[src/rtl/bit_seq_scheduler.sv]
// bit_seq_scheduler
//   Feeds the clocked 8-to-3 priority encoder of the bit-serial PE datapath.
//   It takes one unsigned operand per valid/ready handshake. It then emits the
//   operand's set bits one at a time, MSB first, as one-hot masks. An all-zero
//   operand produces a single zero beat (out_onehot=0, out_zero=1), so the
//   encoder's is_zero path is exercised.
//
// Ports
//   clk, reset    clock; synchronous active-high reset
//   in_data       operand magnitude            (DATA_WIDTH)
//   in_valid      operand valid
//   in_ready      operand accepted this cycle when in_valid is also high
//   out_onehot    one-hot of the current leading one; 0 on a zero beat
//   out_valid     out_onehot / out_last / out_zero are valid
//   out_ready     downstream accepts the beat
//   out_last      final beat for the current operand
//   out_zero      operand was all-zero
//   beat_cnt      beats already accepted for the current operand
//   out_trunc     (only with BIT_SCHED_TRUNC_EN) last beat dropped lower bits
//
// Optional feature
//   BIT_SCHED_TRUNC_EN: caps each operand at MAX_BITS beats. Any remaining
//   lower set bits are dropped, and out_trunc flags the capped last beat.
module bit_seq_scheduler #(
  parameter int DATA_WIDTH = 8,
  parameter int MAX_BITS   = 4,
  parameter int CNT_W      = $clog2(DATA_WIDTH + 1)
) (
  input  logic                  clk,
  input  logic                  reset,
  input  logic [DATA_WIDTH-1:0] in_data,
  input  logic                  in_valid,
  output logic                  in_ready,
  output logic [DATA_WIDTH-1:0] out_onehot,
  output logic                  out_valid,
  input  logic                  out_ready,
  output logic                  out_last,
  output logic                  out_zero,
  output logic [CNT_W-1:0]      beat_cnt
`ifdef BIT_SCHED_TRUNC_EN
  ,output logic                 out_trunc
`endif
);

  typedef enum logic {IDLE, RUN} state_t;

  localparam logic [DATA_WIDTH-1:0] ONE     = 1;
  localparam logic [CNT_W-1:0]      CNT_ONE = 1;

  state_t                state, state_n;
  logic [DATA_WIDTH-1:0] res, res_n;
  logic                  zero, zero_n;
  logic [CNT_W-1:0]      cnt_n;

  logic [DATA_WIDTH-1:0] lead;
  logic                  single;
  logic                  cap_hit;
  logic                  accept;
  logic                  beat_fire;

  // Leading one of the residual. The scan runs upward, so the last hit wins
  // and the result is the MSB.
  always_comb begin
    lead = '0;
    for (int i = 0; i < DATA_WIDTH; i++)
      if (res[i]) begin
        lead    = '0;
        lead[i] = 1'b1;
      end
  end

  assign single = (res != '0) && ((res & (res - ONE)) == '0);

`ifdef BIT_SCHED_TRUNC_EN
  localparam logic [CNT_W-1:0] CAP_CNT = CNT_W'(MAX_BITS - 1);
  assign cap_hit = (beat_cnt == CAP_CNT);
`else
  assign cap_hit = 1'b0;
`endif

  // Outputs come only from registered state. They therefore hold steady
  // under backpressure. in_ready also opens on the last beat's handshake,
  // so the next operand lands with no bubble.
  always_comb begin
    out_valid  = 1'b0;
    out_onehot = '0;
    out_last   = 1'b0;
    out_zero   = 1'b0;
`ifdef BIT_SCHED_TRUNC_EN
    out_trunc  = 1'b0;
`endif
    state_n    = state;
    res_n      = res;
    zero_n     = zero;
    cnt_n      = beat_cnt;

    if (state == RUN) begin
      out_valid  = 1'b1;
      out_onehot = zero ? '0 : lead;
      out_last   = zero | single | cap_hit;
      out_zero   = zero;
`ifdef BIT_SCHED_TRUNC_EN
      out_trunc  = cap_hit & ~zero & ~single;
`endif
    end

    beat_fire = out_valid & out_ready;
    in_ready  = ~reset & ((state == IDLE) | (beat_fire & out_last));
    accept    = in_valid & in_ready;

    if (accept) begin
      state_n = RUN;
      res_n   = in_data;
      zero_n  = (in_data == '0);
      cnt_n   = '0;
    end else if (beat_fire) begin
      if (out_last) begin
        state_n = IDLE;
        res_n   = '0;
        zero_n  = 1'b0;
        cnt_n   = '0;
      end else begin
        res_n = res & ~lead;
        cnt_n = beat_cnt + CNT_ONE;
      end
    end
  end

  always_ff @(posedge clk) begin
    if (reset) begin
      state    <= IDLE;
      res      <= '0;
      zero     <= 1'b0;
      beat_cnt <= '0;
    end else begin
      state    <= state_n;
      res      <= res_n;
      zero     <= zero_n;
      beat_cnt <= cnt_n;
    end
  end

endmodule

[config.mk]
export PLATFORM = sky130hd
export DESIGN_NAME = bit_seq_scheduler
export DESIGN_NICKNAME = d
export VERILOG_FILES = /design/src/rtl/bit_seq_scheduler.sv
export SDC_FILE = /design/constraint.sdc
export NUM_CORES = 1
export LEC_CHECK = 0
export CORE_UTILIZATION = 41
export DETAILED_ROUTE_END_ITERATION = 12
export PLACE_DENSITY = 0.84
export SYNTH_ARGS = -nofsm -noshare
export SYNTH_HDL_FRONTEND = slang
export SYNTH_SLANG_ARGS = --single-unit
export TNS_END_PERCENT = 1
[constraint.sdc]
create_clock -name clk -period 1.85 [get_ports clk]
set_input_delay 0.2775 -clock clk [delete_from_list [all_inputs] [get_ports clk]]
set_output_delay 0.2775 -clock clk [all_outputs]
set_load 0.03 [all_outputs]
==> flow_metrics.py, run 1 <==
metrics = {
    "layout": {
        "insertedDiodeCount": 0,
        "final_design_area_no_fill_mm2": 0.00146,
        "nets": 184,
        "final_core_utilization_pct": 73.1,
        "areaGrowthSynthToFinish_pct": 63.0,
        "num-fill-cells": 168,
        "drive_gt1_share_pct": 37.3,
        "post_layout_nonfiller_instances": 196,
    },
    "run_status": {
        "failing_checks": "setup timing",
        "result_of_the_run": "finished, violations left",
    },
    "clocking": {
        "cts_tree": "yes",
        "clk_path_buf_depth": 2,
        "cts_hold_buf": 0,
        "number_of_cts_inserted_buffers": 3,
        "insertion_delay_ns": 0.28,
        "clock-root-buffer": "clkbuf_4",
        "cts_htree_levels": 1,
        "cts_sinks": 14,
        "clkTransAtPathRegs_ns": 0.08,
    },
    "worst_setup_path": {
        "data_arrival_time_of_the_worst_path_ns": 1.81,
        "worst-path-max-fanout": 6,
        "cp.required_ns": 1.57,
        "r2r.worst_path.cells": 9,
        "timing.critical_path.from_type": "flop",
        "rr_endpoint": "res[1]",
        "rrSetupSlack_ns": -0.18,
        "setup_cp_type": "flop to output port",
        "crit_path_end_kind": "output port",
        "reg2reg_from": "res[5]",
    },
    "place": {
        "sum_of_net_half_perimeters_after_detailed_placement_um": 2160,
        "dp.cells": 190,
        "placedInstanceArea_mm2": 0.00135,
        "place_ws_ns": -0.0934,
        "globalplace.congestion": 0.919,
        "io_buffer_count": 27,
    },
    "power": {
        "pwr_density_cell_mw_per_mm2": 696,
        "finalPower_mw": 1.02,
        "max-vdd-ir-drop_uv": 405,
        "leakage_nw": 0.632,
    },
    "min_path": {
        "worstHoldStart": "beat_cnt[1]",
        "end_point_of_the_most_critical_hold_path": "beat_cnt[1]",
        "min_delay_path_depth": 2,
        "hp-class": "flop to flop",
    },
    "sta": {
        "max_slew_margin_pct": 74.7,
        "final.setup.tns_ns": -1.67,
        "fin_crit_sh_pct": 113,
        "max_freq_ghz": 0.480,
        "finalClockSkew_ns": 0.00122,
        "setup_slack_ns": -0.234,
        "rsz0062_at_grt": "true",
        "finalHoldViolCount": 0,
        "setup_violations": 12,
        "worst_hold_slack_ns": 0.498,
        "finalMaxSlewViolations": 0,
        "final_period_minus_worst_setup_slack_ns": 2.08,
        "worstMarginPinSlew_ns": 0.378,
    },
    "floorplan": {
        "dieWidth_um": 48.8,
        "placeableCoreArea_mm2": 0.00200,
        "die_outline_area_mm2": 0.00238,
        "die_y_um": 48.8,
        "placement_rows": 16,
        "floorplan.io_pins": 28,
        "initial_utilization_pct": 44.9,
    },
    "drt": {
        "via_count": 1124,
        "drc": 0,
        "drt.antenna.violating_nets": 0,
        "drt-pass1-iter-count": 5,
        "first_iter_violations": 30,
        "via_per_inst": 5.73,
        "wl_um": 2890,
        "avgRoutedWirePerCell_um": 14.8,
    },
    "logic_synthesis": {
        "ys_seq_area_share_pct": 31.2,
        "postSynthCellCount": 118,
        "yosys.cell_types.count": 35,
        "synthesis.area_per_instance_um2": 7.61,
        "syn_nets": 131,
        "yosys_register_bits": 14,
        "netlist_area_um2": 898,
        "yosysTopAreaCellShare_pct": 31.2,
        "top_cells_by_area_synth": "dfxtp_1, nand3_1, nand2_1, a21oi_1, nor2_1",
        "synth_top_cell_by_area": "dfxtp_1",
        "yosysWarningCount": 0,
    },
    "grt": {
        "grt_pass1_vias": 1122,
        "antenna_found_initial": 0,
        "grt_max_degree": 11,
        "global_route.usage.total_pct": 26.5,
        "grt_pass1_wl_um": 4840,
        "globalRoute.totalOverflow": 0,
    },
    "job": {
        "max_cap_violations": 0,
    },
}
## cell type report
type                       instances  area, um2  share of cell area, %
inverter                           6       22.5                   1.54
sequential                        14        293                   20.0
clock buffer                       3       22.5                   1.54
timing repair buffer              54        459                   31.4
multi-input combinational         92        633                   43.2
tap                               27       33.8                   2.31
## how the worst max path moves through the flow
stage	start	to	slack [ns]	cells past startpoint
2_1_floorplan	res[4]	in_ready	-0.20	7
3_3_place_gp	res[5]	res[1]	-0.04	8
4_1_cts	res[4]	in_ready	-0.18	7
6_report	res[4]	in_ready	-0.23	7
5_1_grt	res[4]	in_ready	-0.29	7
3_5_place_dp	res[5]	beat_cnt[3]	-0.09	8
## routing by layer
metal	track usage (%)	wire, um	up-vias
met2	46.5	1490	52
met3	2.80	132	15
met4	19.6	116	0
met1	29.4	1150	525
li1	-	-	532
met5	0	0	-
## where the power goes
part           switching (mW)  total (mW)  internal, mW
Sequential             0.0313       0.355         0.323
Clock                  0.0971       0.173        0.0756
Combinational           0.251       0.491         0.240
Total                   0.379        1.02         0.639
## layout by cell type, fill, tap and decap left out, drive strengths merged, types with 2 or more instances in the layout
| master | synthesis | routed |
|---|---|---|
| buf | 5 | 36 |
| clkdlybuf4s50 | 0 | 16 |
| nand2 | 14 | 14 |
| dfxtp | 14 | 14 |
| nand3 | 11 | 11 |
| nor2 | 11 | 11 |
| a21oi | 10 | 10 |
| nor3 | 7 | 7 |
| inv | 6 | 6 |
| o21ai | 5 | 5 |
| and3 | 3 | 3 |
| nor4 | 3 | 3 |
| clkbuf | 1 | 3 |
| nor4b | 3 | 3 |
| xor2 | 2 | 2 |
| a21o | 2 | 2 |
| nor3b | 2 | 2 |
| o31ai | 2 | 2 |
## registers in the layout, summed over array words and instances (netlist names)
signal / flops
zero: 1
res: 8
beat_cnt: 4
state: 1
## critical path, stage by stage (launching register included)
cell      delay, ns
dfxtp_4        0.40
xor2_1         0.17
o211ai_1       0.14
a211oi_4       0.30
nor2_2         0.09
o21ai_2        0.13
nor2b_4        0.16
buf_6          0.13
## cells in the mapped netlist
master and number:
nand2_1 14, o21a_1 1, o311ai_4 1, mux2i_1 1, nor4b_1 3, dfxtp_1 14
a21o_1 2, and3_1 3, nor4_1 3, o31ai_1 2, ha_1 1, and4_1 1
o2111ai_1 1, nor3_1 7, o311a_1 1, a31oi_1 1, xor2_1 2, a32o_1 1
o211ai_1 1, buf_2 3, clkbuf_1 1, nand3_1 11, nor2b_1 1, and2_1 1
o21ai_0 5, nor3b_1 2, a21oi_1 10, nor2_1 11, a211oi_2 1, buf_6 2
a211o_1 1, or3_1 1, inv_1 6, a221oi_2 1, nand4_1 1
## kinds of logic (layout without fill, tap and decap cells)
kind of cell | Yosys count | count (layout) | synth area share (%)
simple gates | 59 | 59 | 33.0
compound gates | 29 | 29 | 24.2
flops | 14 | 14 | 31.2
buf+inv | 12 | 63 | 7.10
xor+xnor | 2 | 2 | 1.95
fa+ha+maj | 1 | 1 | 1.39
mux | 1 | 1 | 1.11
## what timing repair did
action / in CTS / in global routing
setup buffers: 2 / 1
cloned: 0 / 0
resized for setup: 23 / 5
setup endpoints to repair: 17 / 18
pin swaps: 7 / 1
(Power assumes the default switching activity.)
==> run 2: changes to the inputs <==
CTS_CLUSTER_SIZE = 24   (was default)
==> results of run 2 <==
The final DEF is identical to that of run 1; final timing and power are the same.
